<file path="src/rtl/uart_tx_scheduler_if.sv">
// Byte-stream request bundle between the four requesters and the shared UART transmitter.
interface uart_tx_scheduler_if;
  logic [3:0]  req_valid;
  logic [31:0] req_data;
  logic [3:0]  req_last;
  logic [3:0]  req_ready;

  modport master (output req_valid, output req_data, output req_last, input req_ready);
  modport slave  (input req_valid, input req_data, input req_last, output req_ready);
endinterface

</file>
<file path="src/rtl/uart_tx_scheduler.sv">
// 8N1 UART transmitter shared by four byte-stream requesters with round-robin
// arbitration and an optional per-requester packet lock.
module uart_tx_scheduler #(
  parameter int BAUD_RATE     = 9600,
  parameter int CLOCK_FREQ_HZ = 12000000
) (
  input  logic                clk,
  input  logic                rst,
  uart_tx_scheduler_if.slave  bus,
  output logic                TX,
  output logic                busy,
  output logic [1:0]          grant_id,
  output logic                locked
);
  localparam int BIT_PERIOD = CLOCK_FREQ_HZ / BAUD_RATE;
  localparam int CNT_W      = (BIT_PERIOD > 1) ? $clog2(BIT_PERIOD) : 1;
  localparam logic [CNT_W-1:0] CNT_MAX = CNT_W'(BIT_PERIOD - 1);

  typedef enum logic [1:0] {IDLE, START, DATA, STOP} state_t;

  state_t           r_state, w_next;
  logic [CNT_W-1:0] r_cycle_cnt;
  logic [2:0]       r_bit_cnt;
  logic [7:0]       r_shift;
  logic             r_tx;
  logic [1:0]       r_grant, r_last_grant, r_lock_owner;
  logic             r_locked;

  logic             w_bit_end, w_found, w_xfer;
  logic [1:0]       w_sel, w_idx;
  logic [3:0]       w_ready;

  assign w_bit_end = (r_cycle_cnt == CNT_MAX);

  // While locked only the owner is eligible; an idle owner stalls the line.
  always_comb begin
    w_found = 1'b0;
    w_sel   = r_lock_owner;
    w_idx   = '0;
    if (r_locked) begin
      w_found = bus.req_valid[r_lock_owner];
    end else begin
      for (int unsigned k = 1; k <= 4; k++) begin
        w_idx = r_last_grant + 2'(k);
        if (!w_found && bus.req_valid[w_idx]) begin
          w_found = 1'b1;
          w_sel   = w_idx;
        end
      end
    end
  end

  assign w_xfer        = (r_state == IDLE) && w_found && !rst;
  assign w_ready       = w_xfer ? (4'b0001 << w_sel) : '0;
  assign bus.req_ready = w_ready;

  always_ff @(posedge clk or posedge rst) begin
    if (rst) r_state <= IDLE;
    else     r_state <= w_next;
  end

  always_comb begin
    w_next = r_state;
    busy   = (r_state != IDLE);
    case (r_state)
      IDLE:  if (w_xfer) w_next = START;
      START: if (w_bit_end) w_next = DATA;
      DATA:  if (w_bit_end && r_bit_cnt == 3'd7) w_next = STOP;
      STOP:  if (w_bit_end) w_next = IDLE;
      default: w_next = IDLE;
    endcase
  end

  always_ff @(posedge clk or posedge rst) begin
    if (rst) begin
      r_cycle_cnt  <= '0;
      r_bit_cnt    <= '0;
      r_shift      <= '0;
      r_tx         <= 1'b1;
      r_grant      <= 2'd0;
      r_last_grant <= 2'd3;
      r_lock_owner <= 2'd0;
      r_locked     <= 1'b0;
    end else begin
      if (r_state != IDLE) r_cycle_cnt <= w_bit_end ? '0 : r_cycle_cnt + 1'b1;
      case (r_state)
        IDLE: begin
          r_cycle_cnt <= '0;
          if (w_xfer) begin
            r_shift      <= bus.req_data[{w_sel, 3'b000} +: 8];
            r_tx         <= 1'b0;
            r_bit_cnt    <= '0;
            r_grant      <= w_sel;
            r_last_grant <= w_sel;
            r_lock_owner <= w_sel;
            r_locked     <= !bus.req_last[w_sel];
          end
        end
        START: if (w_bit_end) r_tx <= r_shift[0];
        DATA: begin
          if (w_bit_end) begin
            if (r_bit_cnt == 3'd7) begin
              r_tx <= 1'b1;
            end else begin
              r_shift   <= r_shift >> 1;
              r_tx      <= r_shift[1];
              r_bit_cnt <= r_bit_cnt + 3'd1;
            end
          end
        end
        STOP: r_tx <= 1'b1;
        default: r_tx <= 1'b1;
      endcase
    end
  end

  assign TX       = r_tx;
  assign grant_id = r_grant;
  assign locked   = r_locked;
endmodule

</file>
<file path="src/flat_wrapper.sv">
// flat-port wrapper written by rule: the top's interface ports become plain ports
module uart_tx_scheduler_flat 
#(
  parameter int BAUD_RATE     = 9600,
  parameter int CLOCK_FREQ_HZ = 12000000
)
  (clk, rst, TX, busy, grant_id, locked, bus_req_valid, bus_req_data, bus_req_last, bus_req_ready);
  uart_tx_scheduler_if bus_i ();
  input  logic clk;
  input  logic rst;
  output logic TX;
  output logic busy;
  output logic [1:0] grant_id;
  output logic locked;
  input wire logic [$bits(bus_i.req_valid)-1:0] bus_req_valid;
  input wire logic [$bits(bus_i.req_data)-1:0] bus_req_data;
  input wire logic [$bits(bus_i.req_last)-1:0] bus_req_last;
  output wire logic [$bits(bus_i.req_ready)-1:0] bus_req_ready;
  assign bus_i.req_valid = bus_req_valid;
  assign bus_i.req_data = bus_req_data;
  assign bus_i.req_last = bus_req_last;
  assign bus_req_ready = bus_i.req_ready;
  uart_tx_scheduler #(.BAUD_RATE(BAUD_RATE), .CLOCK_FREQ_HZ(CLOCK_FREQ_HZ)) u_core (.clk(clk), .rst(rst), .bus(bus_i), .TX(TX), .busy(busy), .grant_id(grant_id), .locked(locked));
endmodule
</file>
<file path="config.mk">
export PLATFORM = sky130hd
export DESIGN_NAME = uart_tx_scheduler_flat
export DESIGN_NICKNAME = d
export VERILOG_FILES = /design/src/rtl/uart_tx_scheduler_if.sv /design/src/rtl/uart_tx_scheduler.sv /design/src/flat_wrapper.sv
export SDC_FILE = /design/constraint.sdc
export NUM_CORES = 1
export LEC_CHECK = 0
export ABC_AREA = 1
export CAP_MARGIN = 20
export CORE_AREA = 2 2 91 93
export CTS_BUF_LIST = sky130_fd_sc_hd__clkbuf_16
export DETAILED_ROUTE_END_ITERATION = 12
export DIE_AREA = 0 0 93 95
export PLACE_DENSITY = 0.61
export SLEW_MARGIN = 20
export SYNTH_ARGS = -nofsm -noshare
export SYNTH_HDL_FRONTEND = slang
export SYNTH_SLANG_ARGS = --single-unit
</file>
<file path="constraint.sdc">
create_clock -name clk -period 2.5 [get_ports clk]
set_input_delay 0.5 -clock clk [delete_from_list [all_inputs] [get_ports clk]]
set_output_delay 0.5 -clock clk [all_outputs]
set_load 0.01 [all_outputs]
</file>
======== After elaboration in Yosys (flattened, before gate mapping) ========
Index checks and enable logic that the tools add are counted.
word-level totals
  flip-flop bits (word level) ............. 30
operators by class
  add/sub/neg operators ................... 5
  $lt $le $gt $ge ......................... 6
  equal/unequal tests ..................... 11
  shifts and indexed selects .............. 2
  multiplexer cells ....................... 47
  reduce and logical (&&, ||, !) cells .... 19
operators by type and width
  kind                                                                  count
  11-bit two-way mux                                                    3
  32-bit by 6-bit variable part select with 8-bit output                1
  8-bit two-way mux                                                     3
  2-bit by 3-bit < comparator with 1-bit output, second input constant  6
  1-bit two-way mux                                                     18
  2-bit two-way mux                                                     9
  8-bit one-hot mux with 2 select lines                                 1
  1-bit binary-select mux with 2-bit select                             6
  11-bit by 1-bit adder with 11-bit output, second input constant       1
  11-bit equality test, second input constant                           1
  2-bit by 1-bit != test with 1-bit output, second input constant       5
  3-bit two-way mux                                                     3
  2-bit one-hot mux with 4 select lines                                 1
  4-bit AND reduction                                                   2
  1-bit logical AND                                                     6
  3-bit one-hot mux with 2 select lines                                 1
  2-bit nonzero test                                                    3
  1-bit logical NOT                                                     5
  2-bit adder, second input constant                                    2
  2-bit equality test, second input constant                            2
  4-bit two-way mux                                                     1
  1-bit one-hot mux with 4 select lines                                 1
  1-bit by 2-bit left shift with 4-bit output, first input constant     1
  3-bit by 1-bit adder with 3-bit output, second input constant         1
  7 further kinds                                                       7

======== Longest topological paths before layout ========
Gate-level depths: netlist of the first run.
  depth in word-level cells ............... 21
  depth in mapped cells ................... 19
  gate-level depth less buffers ........... 18

======== Worst setup path before layout of the first run ========
No wires, ideal clock.
  path kind ............................... flip-flop to output port
  start ................................... reg u_core.r_last_grant[0]
  end ..................................... out bus_req_ready[2]
  arrival ................................. 1.763 ns
  required time ........................... 2.000 ns
  setup slack ............................. 0.237 ns
  cell stages (with the launch flop) ...... 11
  path buffers ............................ 2
  path through ............................ dfstp_2 -> inv_2 -> buf_6 -> nand2_1 -> o221ai_1 -> o21ai_0 -> nand2_1 -> o21ai_2 -> buf_2 -> nand2_1 -> nor2_1
on the way
  word-level cells in the longest chain between the ends .. 20
ends and longest elaborated chain
  element                                    line                     text
  start, declared                            uart_tx_scheduler.sv:26  logic [1:0] r_grant, r_last_grant, r_lock_owner;
  start signal, assigned                     uart_tx_scheduler.sv:94  r_last_grant <= w_sel;
  2-bit by 1-bit adder with 2-bit output     uart_tx_scheduler.sv:44  w_idx = r_last_grant + 2'(k);
  1-bit binary-select mux with 2-bit select  uart_tx_scheduler.sv:45  if (!w_found && bus.req_valid[w_idx]) begin
  1-bit two-way mux (not written as such)    uart_tx_scheduler.sv:45
  1-bit two-way mux                          uart_tx_scheduler.sv:45
  1-bit two-way mux                          uart_tx_scheduler.sv:40  if (r_locked) begin
  1-bit logical NOT                          uart_tx_scheduler.sv:45
  1-bit logical AND                          uart_tx_scheduler.sv:45
  1-bit two-way mux                          uart_tx_scheduler.sv:45
  (+3 left out)                              --
  1-bit two-way mux                          uart_tx_scheduler.sv:45
  1-bit two-way mux                          uart_tx_scheduler.sv:40
  1-bit logical NOT                          uart_tx_scheduler.sv:45
  1-bit logical AND                          uart_tx_scheduler.sv:45
  1-bit two-way mux                          uart_tx_scheduler.sv:45
  1-bit two-way mux                          uart_tx_scheduler.sv:40
  1-bit logical AND (2 in series)            uart_tx_scheduler.sv:53  assign w_xfer = (r_state == IDLE) && w_found && !rst;
  4-bit two-way mux (*)                      uart_tx_scheduler.sv:54  assign w_ready = w_xfer ? (4'b0001 << w_sel) : '0;
  end, declared                              flat_wrapper.sv:18       output wire logic [$bits(bus_i.req_ready)-1:0] bus_req_ready;
Mark *: on every way between the ends. The rest lies on a longest branch, timed or not. The select of a mux whose other input is x is not followed.

======== Worst setup path after layout of the first run ========
Same ends and word-level chain as after synthesis.

==> flow_summary.toml, run 1 <==
[outcome]
status = "finished with violations"
failed_checks = "negative setup slack"

[routing]
wl_per_cell_um = 12.4
viasPerCell = 4.76
ant_nets = 0
dr.pass1.iters = 4
vias = 2472
wl_mm = 6.43
drcViolationCount = 0
drtIter0Drc = 115

[critical_path]
rr_startpoint = "u_core.r_last_grant[0]"
cp_slowest_cell = "dfstp_2"
critPathMaxStageDelay_ns = 0.60
r2r_slack_ns = 0.24
cp_cell_sequence = "buf_12 > nand2_4 > nand2_4 > nand2_2 > nand2_4 > nand3_2 > nand2_1 > nand2_1 > nand3_2 > nand2_4 > nand2_4 > inv_6 > buf_6 > nor2_1 > buf_2"
cp.arrival_ns = 2.07
crit_path_start_kind = "flip-flop"
r2r-end = "u_core.r_shift[1]"
critPathMostFrequentCell = "nand2_4"
path_class = "reg2out"
r2r_cells = 16
required_ns = 2.00
cp_max_fo = 8
critPathCaptureType = "output port"

[power]
switching_share_pct = 29.5
p_comb_share_pct = 27.2
max-vdd-ir-drop_v = 0.000267
pwr-share-seq_pct = 33.3
switching_power_mw = 0.437
power_frac_clock_pct = 39.4
p_int_mw = 1.04
p_leak_nw = 1.64
power_density_mw_per_mm2 = 424

[floorplanning]
die_x_um = 93
dieHeight_um = 95
start_util_pct = 28.8
io_pins = 51
die_area_mm2 = 0.00884
rows = 33
coreArea_mm2 = 0.00793

[logic_synthesis]
synth_area_mm2 = 0.00228
ys_async_sr_fraction_pct = 100
syn_inst = 324
synth_nets = 374
ys_ff_latch = 30
postSynthAreaPerCell_um2 = 7.04
synth_edf_count = 0
yosysSeqAreaShare_pct = 33.1
yosys_warnings = 0
ys.flop_type = "dfrtp_1"
ys_types = 35

[timing]
finalWorstSetupSlack_ns = -0.0738
setup_viol = 4
tightest_slew_ns = 0.415
rsz0062_at_grt = "yes"
timing.fmax_mhz = 389
hold_violations = 0
maxSlewViolCount = 0
fin_crit_ns = 2.57
max_slew_margin_pct = 72.3
skew_ns = 0.00567
post-route-period-util_pct = 103

[layout]
fin_util_pct = 44.0
final_cell_mix = "84 x nand2_1, 42 x clkdlybuf4s50_1, 39 x buf_4, 27 x dfrtp_1, 24 x inv_1"
fillers = 828
seqCellArea_um2 = 754
instances_no_fill = 519
n_antenna_cell = 0
design_area_mm2 = 0.00349
drive_gt1_share_pct = 27.1
nets = 463
final_common_cell = "nand2_1"
area_growth_pct = 53.1
multi_input_area_mm2 = 0.00151

[clock_network]
cts_max_path_buffers = 2
clock_sinks = 30
cts_root_buf = "clkbuf_16"
htree_levels = 2
cts_buffers = 5
cts.reportedPaths.clkPinSlew_ns = 0.05
cts_hold_buf = 0
cts_tree = "done"
clk_latency_ns = 0.28

[placement]
dp.cells = 503
dp_hpwl_mm = 4.89
place_ws_ns = -0.691
io_buffers = 50
gp_congestion = 0.847
place_area_mm2 = 0.00312

[min_path]
hp-class = "reg2reg"
hold_depth = 2
worstHoldStart = "u_core.r_shift[7]"
holdPathEnd = "u_core.r_shift[7]"

[global_route]
grt_pass1_wl_mm = 11.1
grtUsageTotal_pct = 15.5
antenna_found_initial = 0
grt_max_degree = 31
globalRouteOverflowTotal = 0
grt_pass1_vias = 2514

[job]
maxCapViolations = 0
-- worst max-delay path by stage --
stage,startpoint,to
2_1_floorplan,u_core.r_last_grant[0],bus_req_ready[2]
3_3_place_gp,bus_req_valid[0],bus_req_ready[3]
3_5_place_dp,bus_req_valid[3],bus_req_ready[0]
4_1_cts,u_core.r_last_grant[0],bus_req_ready[1]
5_1_grt,u_core.r_last_grant[0],bus_req_ready[1]
6_report,u_core.r_last_grant[0],bus_req_ready[2]
-- registers in the layout, summed over array words and instances, names as in the netlist --
name,count
u_core.locked,1
u_core.grant_id,2
u_core.r_shift,8
u_core.r_state,2
u_core.r_bit_cnt,3
u_core.TX,1
u_core.r_cycle_cnt,11
u_core.r_last_grant,2
-- power by group through the flow --
stage                     registers, mW  logic (mW)  clock network [mW]
after floorplan                   0.503       0.192                   0
after global placement            0.503       0.348                   0
after detailed placement          0.503       0.348                   0
after CTS                         0.494       0.382               0.592
after global routing              0.494       0.444               0.622
final                             0.494       0.404               0.584
-- routing by layer --
layer / part of all wire (%) / vias to the layer above / track usage (%) / wire length (µm)
met2: 48 / 56 / 27.0 / 3060
met4: 2.1 / 0 / 5.88 / 136
met3: 4.8 / 14 / 3.67 / 309
li1: - / 1262 / - / -
met1: 45 / 1140 / 18.7 / 2920
met5: 0 / - / 0 / 0
-- layout make-up --
| cell class | count | share of cell area [%] |
|---|---|---|
| sequential | 30 | 21.6 |
| tap | 105 | 3.76 |
| clock buffer | 5 | 3.58 |
| clock inverter | 3 | 0.466 |
| inverter | 29 | 3.48 |
| timing repair buffer | 93 | 24.0 |
| multi-input combinational | 254 | 43.1 |
-- worst max-delay path: cells and delay by family (launching register included) --
family                 cells  cell delay [ns]
buffers and inverters      4             0.46
flip-flops                 1             0.60
AND/OR/NAND/NOR           11             0.73
-- what timing repair did --
item,4_1_cts,5_1_grt
setup buffers,7,1
hold endpoints to repair,0,0
pin swaps,18,13
gates resized for setup,56,20
setup endpoints to repair,4,4
-- cells by family after synthesis --
kind of cell             share of synthesized area [%]
XOR/XNOR                                          1.15
AND/OR/NAND/NOR                                   41.2
adder cells (fa/ha/maj)                           4.39
flip-flops                                        33.1
AO/OA/AOI/OAI                                     12.0
buffers and inverters                             8.17
-- synth_stat cells, types with 8 or more instances --
master / n / share of area (%)
nand3_1: 24 / 5.3
nand2_1: 108 / 18
ha_1: 8 / 4.4
nand3_2: 11 / 4.8
nor2_1: 21 / 3.5
o21ai_0: 10 / 2.2
nand4_1: 17 / 4.7
dfrtp_1: 27 / 30
inv_1: 25 / 4.1
nor3_1: 10 / 2.2
a21oi_1: 10 / 2.2
-- metrics by stage --
stage	hold WS [ns]	setup TNS, ns	power (mW)
floorplan	0.449	0	0.695
global placement	0.468	-2.77	0.850
detailed placement	0.468	-2.77	0.851
CTS	0.484	-0.319	1.47
global route	0.504	-0.630	1.56
finish	0.482	-0.191	1.48
Power figures use the tool's default switching activity.
==> run 2, diff against run 1 <==
- ABC_AREA: 1 -> unset
- CORE_AREA: 2 2 91 93 -> 2 2 99 101
- DIE_AREA: 0 0 93 95 -> 0 0 101 103
- PLACE_DENSITY: 0.61 -> 0.6
- TNS_END_PERCENT: unset -> 10
==> run 2 against run 1 <==
The flow still finishes with violations (negative setup slack). First-iteration DRC count grew 15%. Non-clock buffer count grew 31. Register-to-register slack lost 0.22 ns. Clock skew shrank 0.0014 ns. Highest routed layer unchanged.
==> flow_summary.toml, run 2 <==
[clock_network]
cts_tree = "done"
cts_hold_buf = 0
clock_sinks = 30
cts_buffers = 5
cts_max_path_buffers = 2
htree_levels = 2
cts_root_buf = "clkbuf_16"
cts.reportedPaths.clkPinSlew_ns = 0.05
clk_latency_ns = 0.28

[layout]
multi_input_area_mm2 = 0.00185
reg_top3 = "u_core.r_cycle_cnt x11, u_core.r_shift x8, u_core.r_bit_cnt x3"
largest_reg_flops = 11
design_area_mm2 = 0.00401
fillers = 940
final_cell_mix = "69 x buf_4, 42 x clkdlybuf4s50_1, 27 x dfrtp_1, 24 x nor2_1, 23 x nand2_1"
registers.top_by_ff_count = "u_core.r_cycle_cnt"
nets = 473
area_growth_pct = 47.7
final_common_cell = "buf_4"
drive_gt1_share_pct = 29.5
seqCellArea_um2 = 754
n_antenna_cell = 0

[logic_synthesis]
synth_nets = 363
synth_edf_count = 0
postSynthAreaPerCell_um2 = 8.68
syn_inst = 313
ys_async_sr_fraction_pct = 100
ys.flop_type = "dfrtp_1"
yosysSeqAreaShare_pct = 27.8
yosys_warnings = 0
synthTopCellsByCount = "27 x dfrtp_1, 27 x nor2_1, 24 x nand2_1"
synth.largest_area_cell = "dfrtp_1"
synth_area_mm2 = 0.00272
synthTopCellsByArea = "dfrtp_1 25%, mux2i_1 5.5%, nor2_1 3.7%"
ys_ff_latch = 30
synth_top_area_share_pct = 24.9
ys_types = 67

[timing]
finalWorstSetupSlack_ns = -0.186
max_slew_margin_pct = 73.6
fin_crit_ns = 2.69
tns_ns = -0.560
hold_violations = 0
tightest_slew_ns = 0.394
maxSlewViolCount = 0
post-route-period-util_pct = 107
timing.fmax_mhz = 372
rsz0062_at_grt = "yes"
timing.hold.ws_ns = 0.515
skew_ns = 0.00425
setup_viol = 5

[global_route]
grt_pass1_wl_mm = 13.8
grt_pass1_vias = 2947
grt_max_degree = 31
antenna_found_initial = 0
grtUsageTotal_pct = 16.3
globalRouteOverflowTotal = 0

[routing]
wl_per_cell_um = 14.9
ant_nets = 0
wl_met2_mm = 3.71
drcViolationCount = 0
top_signal_layer_used = "met4"
wl_mm = 8.01
vias = 2885
met3_length_um = 334
dr.pass1.iters = 4
wl_met1_mm = 3.79
drtIter0Drc = 132
viasPerCell = 5.36

[floorplanning]
dieHeight_um = 103
start_util_pct = 28.7
rows = 36
io_pins = 51
die_x_um = 101
coreArea_mm2 = 0.00946
die_area_mm2 = 0.0104

[placement]
place_area_mm2 = 0.00377
io_buffers = 50
dp_hpwl_mm = 6.15
gp_congestion = 0.859

[power]
p_leak_nw = 1.74
power_density_mw_per_mm2 = 1140
max-vdd-ir-drop_v = 0.000475

[outcome]
failed_checks = "negative setup slack"
status = "finished with violations"

[critical_path]
cp.arrival_ns = 2.19
critPathCaptureType = "output port"
path_class = "in2out"
cp_max_fo = 4
required_ns = 2.00
crit_path_start_kind = "primary input"

[min_path]
hp-class = "reg2reg"

[job]
maxCapViolations = 0
==> run 2: changes by cell type in the layout (fill, tap and decap cells not counted), sizes merged, moves of 8 or more <==
cell / change
o41ai: +8
nand2: -89
o31ai: +12
nand4: -11
inv: -11
buf: +33
nand3: -25
mux2i: +15
a22oi: +10
a2111o: +8
==> run 2: final cells by class <==
type,instances,share of cell area [%]
sequential,30,18.8
inverter,17,1.59
clock buffer,5,3.12
multi-input combinational,245,46.1
timing repair buffer,124,26.5
tap,114,3.55
clock inverter,3,0.312
==> run 2: worst paths after layout <==
check / from / endpoint / slack, ns / cells past startpoint
worst max-delay path: bus_req_valid[3] / bus_req_ready[3] / -0.19 / 8
worst min-delay path: u_core.r_bit_cnt[2] / u_core.r_bit_cnt[2] / 0.52 / 2
worst max register to register: u_core.r_last_grant[1] / u_core.r_shift[5] / 0.02 / 9
worst min register to register: u_core.r_bit_cnt[2] / u_core.r_bit_cnt[2] / 0.52 / 2
max in group asynchronous: rst / u_core.r_last_grant[1] / 1.43 / 3
min in group asynchronous: rst / u_core.grant_id[0] / 0.74 / 3
==> run 2: where the power goes <==
group          internal [mW]  switching [mW]
Clock                  0.359           0.205
Combinational           1.64            1.53
Sequential             0.669           0.170
==> run 2: per-layer routing <==
metal  track usage (%)  vias up
met1              21.4     1363
met2              27.3       77
met4              5.82        0
met3              2.44       18
li1                  -     1427
met5                 0        -
==> run 2: cell families after synthesis <==
family,count (synthesis),share of synthesized area (%)
compound gates,104,30.2
xor+xnor,9,2.90
fa+ha+maj,8,3.69
buf+inv,38,6.77
flops,30,27.8
mux,23,9.81
simple gates,101,18.9
==> run 2: worst max-delay path, cell delays in order <==
cell and delay (ns):
buf_2 0.12, or2_1 0.23, or4_4 0.54, and3_4 0.21, o31ai_4 0.26, buf_4 0.16, nor2_2 0.03, buf_2 0.13
==> run 2: metrics by stage <==
stage          worst slack, ns  util [%]  instances  total power [mW]
6_report                -0.186      42.4        538              4.58
2_1_floorplan           0.0151         -        313              2.62
3_5_place_dp            -0.796      39.8        524              3.81
5_1_grt                 -0.265      42.4        538              4.96
3_3_place_gp            -0.754      39.8        524              3.76
4_1_cts                 -0.178      42.3        538              4.59
==> run 2: repair_timing <==
item,CTS,global route
buffers inserted,6,0
endpoints found under the setup margin,13,14
pin swaps,8,1
gates resized for setup,48,4
==> run 3, diff against run 2 <==
- CORE_AREA: 2 2 99 101 -> 2 2 86 88
- DIE_AREA: 0 0 101 103 -> 0 0 88 90
- PLACE_DENSITY: 0.6 -> 0.73
==> run 3 against run 2 <==
The flow still finishes with violations (negative setup slack). Clock-buffer cell count unchanged. Hold slack better by 0.0057 ns. Worst setup slack better by 0.048 ns. Power up 0.46%. Clock power up 1%. Wire length up 3.0%. Critical path type is now reg2reg. Critical endpoint is now u_core.r_shift[5]. Largest power group unchanged. Highest routed layer unchanged.
==> flow_summary.toml, run 3 (synthesis gave the netlist of run 2 again) <==
[outcome]
status = "finished with violations"
failed_checks = "negative setup slack"

[clock_network]
cts_root_buf = "clkbuf_16"
clock_sinks = 30
cts_tree = "done"
cts.reportedPaths.clkPinSlew_ns = 0.05
clk_latency_ns = 0.27
htree_levels = 2
cts_max_path_buffers = 2
cts_hold_buf = 0
cts_buffers = 5

[timing]
tightest_slew_ns = 0.419
maxSlewViolCount = 0
skew_ns = 0.00250
hold_violations = 0
setup_viol = 5
rsz0062_at_grt = "yes"
timing.fmax_mhz = 379
max_slew_margin_pct = 71.4
fin_crit_ns = 2.64
timing.hold.ws_ns = 0.521
finalWorstSetupSlack_ns = -0.138
post-route-period-util_pct = 106

[critical_path]
cp_cell_sequence = "buf_4 > nor4bb_4 > a31oi_1 > and4_4 > o31ai_4 > buf_4 > buf_4 > buf_6 > mux2_4 > a221oi_2"
path_class = "reg2reg"
critPathMaxStageDelay_ns = 0.56
critPathMostFrequentCell = "buf_4"
r2r_cells = 10
r2r_slack_ns = -0.14
cp_slowest_cell = "dfstp_2"
rr_startpoint = "u_core.r_last_grant[1]"
cp.arrival_ns = 2.82
crit_path_start_kind = "flip-flop"
critPathCaptureType = "flip-flop"
required_ns = 2.68
cp_max_fo = 9
r2r-end = "u_core.r_shift[5]"

[placement]
gp_congestion = 0.853
dp_hpwl_mm = 5.88
dp.cells = 500
io_buffers = 50
place_area_mm2 = 0.00369

[min_path]
holdPathEnd = "u_core.r_cycle_cnt[0]"
hold_depth = 1
worstHoldStart = "u_core.r_cycle_cnt[0]"
hp-class = "reg2reg"

[power]
power_density_mw_per_mm2 = 1150
max-vdd-ir-drop_v = 0.000524
p_leak_nw = 1.75
power.total_mw = 4.60

[layout]
largest_reg_flops = 11
drive_gt1_share_pct = 29.6
instances_no_fill = 515
reg_top3 = "u_core.r_cycle_cnt x11, u_core.r_shift x8, u_core.r_bit_cnt x3"
area_growth_pct = 47.6
fin_util_pct = 57.1
final_common_cell = "buf_4"
design_area_mm2 = 0.00401
final_cell_mix = "59 x buf_4, 42 x clkdlybuf4s50_1, 27 x dfrtp_1, 25 x nor2_1, 21 x nand2_1"
registers.top_by_ff_count = "u_core.r_cycle_cnt"
n_antenna_cell = 0
nets = 465

[floorplanning]
io_pins = 51
dieHeight_um = 90
rows = 31
die_x_um = 88
die_area_mm2 = 0.00792
coreArea_mm2 = 0.00702
start_util_pct = 38.7

[global_route]
grt_pass1_wl_mm = 13.5
grtUsageTotal_pct = 20.9
grt_max_degree = 31
globalRouteOverflowTotal = 0
antenna_found_initial = 0
grt_pass1_vias = 2899

[routing]
wl_per_cell_um = 16.0
viasPerCell = 5.72
drcViolationCount = 0
drtIter0Drc = 233
vias = 2945
ant_nets = 0
dr.pass1.iters = 5
wl_mm = 8.25

[job]
maxCapViolations = 0
run 3: cell types whose count changed in the layout (fill, tap and decap cells not counted), moves of 2 or more:
cell / previous run / this run
a21oi_2: 4 / 1
a21oi_4: 0 / 3
buf_4: 69 / 59
buf_6: 6 / 4
clkdlybuf4s15_2: 0 / 3
nand2_1: 23 / 21
run 3: power breakdown:
group	internal [mW]	leakage (nW)	switching, mW	total, mW
logic	1.58	1.29	1.59	3.17
clock network	0.359	0.0724	0.211	0.570
registers	0.669	0.382	0.185	0.854
total	2.61	1.75	1.99	4.60
run 3: repair_timing:
action,CTS,global route
pin swaps,6,4
endpoints found under the setup margin,12,14
gates resized for setup,51,12
setup buffers,5,2
run 3: worst max-delay path: cells and delay by family, from the launching register on:
family          cells  cell delay (ns)
compound gates      3             0.65
buf+inv             4             0.53
flops               1             0.56
mux                 1             0.31
simple gates        2             0.48
run 3: worst max path at each step:
stage | startpoint | endpoint | slack, ns
global placement | bus_req_valid[3] | bus_req_ready[0] | -0.72
detailed placement | bus_req_valid[3] | bus_req_ready[1] | -0.77
finish | u_core.r_last_grant[1] | u_core.r_shift[5] | -0.14
CTS | u_core.r_last_grant[1] | bus_req_ready[1] | -0.08
floorplan | bus_req_valid[1] | bus_req_ready[3] | 0.02
global route | u_core.r_last_grant[1] | u_core.r_shift[5] | -0.21
run 3: final cells by class:
type / count / area, µm²
clock buffer: 5 / 125
clock inverter: 3 / 12.5
fill: 610 / 3010
inverter: 17 / 63.8
multi-input combinational: 245 / 1910
sequential: 30 / 754
tap: 99 / 124
timing repair buffer: 116 / 1020
run 3: through the flow:
| step | setup TNS (ns) | setup WS (ns) |
|---|---|---|
| after global placement | -7.90 | -0.723 |
| after global routing | -1.05 | -0.210 |
| after floorplan | 0 | 0.0151 |
| after CTS | -0.212 | -0.0777 |
| after detailed placement | -8.94 | -0.767 |
| final | -0.499 | -0.138 |
run 3: per-layer routing:
layer	part of all wire, %	vias up	track usage (%)	wire length, µm
met2	49	97	33.3	4080
met4	1.7	0	6.28	144
met3	5.0	18	3.67	416
met5	0	-	0	0
li1	-	1408	-	-
met1	44	1422	28.8	3610
==> patch 1 (config.mk and constraints of run 3) <==
`BAUD_RATE` is set to 9600 in 2 places; all go to 2400.
--- a/src/rtl/uart_tx_scheduler.sv
+++ b/src/rtl/uart_tx_scheduler.sv
@@ -1,7 +1,7 @@
 // 8N1 UART transmitter shared by four byte-stream requesters with round-robin
 // arbitration and an optional per-requester packet lock.
 module uart_tx_scheduler #(
-  parameter int BAUD_RATE     = 9600,
+  parameter int BAUD_RATE     = 2400,
   parameter int CLOCK_FREQ_HZ = 12000000
 ) (
   input  logic                clk,
--- a/src/flat_wrapper.sv
+++ b/src/flat_wrapper.sv
@@ -1,7 +1,7 @@
 // flat-port wrapper written by rule: the top's interface ports become plain ports
 module uart_tx_scheduler_flat 
 #(
-  parameter int BAUD_RATE     = 9600,
+  parameter int BAUD_RATE     = 2400,
   parameter int CLOCK_FREQ_HZ = 12000000
 )
   (clk, rst, TX, busy, grant_id, locked, bus_req_valid, bus_req_data, bus_req_last, bus_req_ready);
Formal check against the unedited RTL: no difference found for any inputs over 10 cycles, from zero or initial values and one cycle with rst high; that may be too few to reach the edited logic, so the function may still have changed.
==> patch 1 against run 3 <==
- the flow still finishes with violations (negative setup slack)
- worst setup slack worse by 0.074 ns
- wire length down 13%
- power down 8.8%
- cell area down 9.0%
- area after synthesis down 5.8%
- non-clock buffer count down 18
- critical path depth down 3
- count of clock-buffer cells in the layout unchanged
- first-iteration DRC count down 54%
- sequential cell count up 2
- via count down 12%
- critical endpoint is now bus_req_ready[3]
==> patch 1: results (changes against run 3) <==
.. list-table::
   :header-rows: 1

   * - Metric
     - Value
   * - Setup total negative slack
     - -0.7757 ns (-0.2770 ns)
   * - Global routing met2 resource utilization
     - 28.85% (-4.4 points)
   * - Critical Path Fanout Max
     - 3 (-6)
   * - Routed wire length per instance
     - 14.78 µm (-7.7%)
   * - Most instantiated cells after synthesis
     - 40 x sky130_fd_sc_hd__nor2_1, 29 x sky130_fd_sc_hd__dfrtp_1, 21 x sky130_fd_sc_hd__a21oi_1, 15 x sky130_fd_sc_hd__nand3_1, 14 x sky130_fd_sc_hd__o21ai_0
   * - Final count of negative-setup-slack endpoints
     - 4 (-1)
   * - GR Util met1
     - 26.99% (-1.8 points)
   * - Final cell count without fillers
     - 483 (-6.2%)
   * - Largest net degree at the start of global routing
     - 34 (+9.7%)
   * - Area share of xor/xnor cells in the synthesized design
     - 3.763% (+0.86 points)
   * - Number of DRC markers after the initial detailed-route iteration
     - 107 (-54%)
   * - Layout cell share with drive strength beyond 1
     - 26.56% (-3.0 points)
   * - Worst Setup Slack, final
     - -0.2115 ns (-0.07378 ns)
   * - Final clock skew
     - 0.003875 ns (+0.001378 ns)
   * - Power in sequential cells
     - 0.000876 W (+2.6%)
   * - Number of detailed-route iterations in the first pass
     - 4 (-1)
   * - Net count of the finished layout
     - 432 (-7.1%)
   * - Register-to-register setup slack
     - 0.06 ns (+0.20 ns)
   * - Outcome
     - finished, violations left
   * - Place WS
     - -0.9770 ns (-0.2105 ns)
   * - Cell family with the largest share of critical-path delay
     - flip-flops
   * - Footprint of the multi-input gates
     - 0.001660 mm² (-13%)
   * - Violated checks
     - negative setup slack
   * - Combinational gate power
     - 0.00261 W (-18%)
   * - Vias in the first global route
     - 2449 (-16%)
   * - Total leakage power
     - 1.528 nW (-12%)
   * - Met3 Routed Length
     - 356 µm (-14%)
   * - Worst setup endpoint
     - bus_req_ready[3]
   * - Placed wire-length estimate
     - 5334 µm (-9.3%)
-- patch 1: cell count changes after synthesis, sizes merged, moves of 7 or more --
cell | run 3 | this run
nor2 | 27 | 40
o31ai | 13 | 0
nand2 | 25 | 14
a22oi | 10 | 1
mux2i | 15 | 6
a2111o | 8 | 0
nor3 | 12 | 4
o41ai | 8 | 0
o22ai | 0 | 7
-- patch 1: final cells by class --
class | instances | share of cell area [%]
clock buffers | 5 | 3.427
flip-flops and latches | 32 | 22.04
clock inverters | 3 | 1.165
multi-input cells | 235 | 45.48
repair buffers | 98 | 23.17
well taps | 99 | 3.393
inverters | 11 | 1.337
-- patch 1: kinds of logic (layout without fill, tap and decap cells) --
group / count (synthesis) / after routing
XOR/XNOR: 11 / 11
multiplexers: 18 / 18
AO/OA/AOI/OAI: 85 / 85
adder cells (fa/ha/maj): 7 / 7
buffers and inverters: 31 / 117
flip-flops: 32 / 32
AND/OR/NAND/NOR: 114 / 114
==> patch 2 (settings of run 3) <==
Without the edit above. The 4 states of `state_t` get a one-hot encoding in 4 bits.
--- a/src/rtl/uart_tx_scheduler.sv
+++ b/src/rtl/uart_tx_scheduler.sv
@@ -16,7 +16,7 @@
   localparam int CNT_W      = (BIT_PERIOD > 1) ? $clog2(BIT_PERIOD) : 1;
   localparam logic [CNT_W-1:0] CNT_MAX = CNT_W'(BIT_PERIOD - 1);
 
-  typedef enum logic [1:0] {IDLE, START, DATA, STOP} state_t;
+  typedef enum logic [3:0] {IDLE = 4'b0001, START = 4'b0010, DATA = 4'b0100, STOP = 4'b1000} state_t;
 
   state_t           r_state, w_next;
   logic [CNT_W-1:0] r_cycle_cnt;
Check against the original RTL: same outputs for any inputs over 10 cycles, from zero or initial values and one cycle with rst high; not proved beyond that.
==> patch 2 against run 3 <==
- the run still ends with negative setup slack left
- wire length down 41%
- worst setup slack better by 0.054 ns
- count of clock-buffer cells in the layout unchanged
- cell area down 23%
- power down 34%
- sequential cell count up 2
- clock power down 4.0%
- critical path depth down 2
- hold slack worse by 0.031 ns
- area after synthesis down 19%
- largest cell class unchanged
- largest power group unchanged
==> patch 2: results (changes against run 3) <==
.. list-table::
   :header-rows: 1

   * - Metric
     - Value
   * - First-pass GRT wire length
     - 8238 µm (-39%)
   * - Top post-synthesis cells by area
     - sky130_fd_sc_hd__dfrtp_1 32%, sky130_fd_sc_hd__mux2i_1 9.2%, sky130_fd_sc_hd__nor2_1 5.3%
   * - Cell family with the largest share of critical-path delay
     - flip-flops
   * - Violated checks
     - negative setup slack
   * - Overall track demand over capacity in global routing
     - 12.88% (-8.1 points)
   * - Worst Setup Slack, final
     - -0.08339 ns (+0.05435 ns)
   * - Routed wire length per instance
     - 11.94 µm (-25%)
   * - Final cell count without fillers
     - 411 (-20%)
   * - Place WS
     - -0.7447 ns (+0.02176 ns)
   * - Number of different library cells in the post-synthesis netlist
     - 46 (-31%)
   * - Layout cell share with drive strength beyond 1
     - 22.76% (-6.8 points)
   * - Power in sequential cells
     - 0.000810 W (-5.2%)
   * - Proportion of power drawn by flip-flops and latches
     - 26.8% (+8.2 points)
   * - Largest net degree at the start of global routing
     - 18 (-42%)
   * - Placed Instances
     - 404 (-19%)
   * - Net count of the finished layout
     - 358 (-23%)
   * - Setup total negative slack
     - -0.2058 ns (+0.2929 ns)
   * - Placement-stage cell area
     - 0.002944 mm² (-20%)
   * - CP Data Arrival Time
     - 2.08 ns (-0.74 ns)
   * - Final count of negative-setup-slack endpoints
     - 5 (unchanged)
   * - Outcome
     - finished, violations left
   * - Mean number of vias per cell
     - 4.810 (-16%)
   * - Switching part of the total power
     - 37.58% (-5.7 points)
   * - Clock network power
     - 0.000547 W (-4.0%)
   * - Max rail drop VDD
     - 0.4044 mV (-23%)
   * - Largest registers
     - u_core.r_cycle_cnt x11, u_core.r_shift x8, u_core.r_state x4
   * - Synthesized netlist net count
     - 284 (-22%)
   * - Sequential fraction of the synthesis area
     - 36.84% (+9.1 points)
   * - Most instantiated cells after synthesis
     - 31 x sky130_fd_sc_hd__nor2_1, 28 x sky130_fd_sc_hd__dfrtp_1, 24 x sky130_fd_sc_hd__nand2_1, 20 x sky130_fd_sc_hd__mux2i_1, 16 x sky130_fd_sc_hd__a21oi_1
[patch 2: changes by cell type after synthesis, moves of 8 or more]
cell and delta:
sky130_fd_sc_hd__a2111o_1 -8, sky130_fd_sc_hd__o31ai_1 -10, sky130_fd_sc_hd__inv_1 -9, sky130_fd_sc_hd__a22oi_1 -9, sky130_fd_sc_hd__o41ai_1 -8
[patch 2: logic make-up (layout without fill, tap and decap cells)]
kind of cell | count (synthesis) | after routing | synth area share, %
simple gates | 91 | 91 | 20.31
compound gates | 50 | 50 | 15.45
flops | 32 | 32 | 36.84
mux | 30 | 30 | 15.33
buf+inv | 21 | 95 | 5.778
xor+xnor | 10 | 10 | 4.004
fa+ha+maj | 4 | 4 | 2.288
[patch 2: repair_timing]
action                     CTS  global route
pin swaps                    7             3
resized for setup           30             2
setup endpoints to repair   12            12
cloned                       0             0
[patch 2: worst paths after layout]
check                                  startpoint                     end  slack, ns  cells past startpoint
min in group asynchronous                     rst           u_core.locked       0.66                      3
setup / recovery           u_core.r_last_grant[1]        bus_req_ready[3]      -0.08                      8
max in group asynchronous                     rst  u_core.r_last_grant[1]       1.58                      3
hold / removal                  u_core.r_shift[2]       u_core.r_shift[2]       0.49                      2
hold reg to reg                 u_core.r_shift[2]       u_core.r_shift[2]       0.49                      2
setup reg to reg           u_core.r_last_grant[1]       u_core.r_shift[7]      -0.01                      9
[patch 2: per-layer routing]
metal	up-vias	track usage [%]	wire length (µm)
met3	4	2.571	192
met4	0	4.359	47
met2	43	22.10	2408
met5	-	0	0
met1	931	15.84	2259
li1	999	-	-
[patch 2: final cells by class]
cell class                 count  area [µm²]
fill                         683        3953
multi-input combinational    185        1264
sequential                    32       805.8
timing repair buffer          81       715.7
clock buffer                   5       125.1
tap                           99       123.9
inverter                       7       26.28
clock inverter                 2       7.507
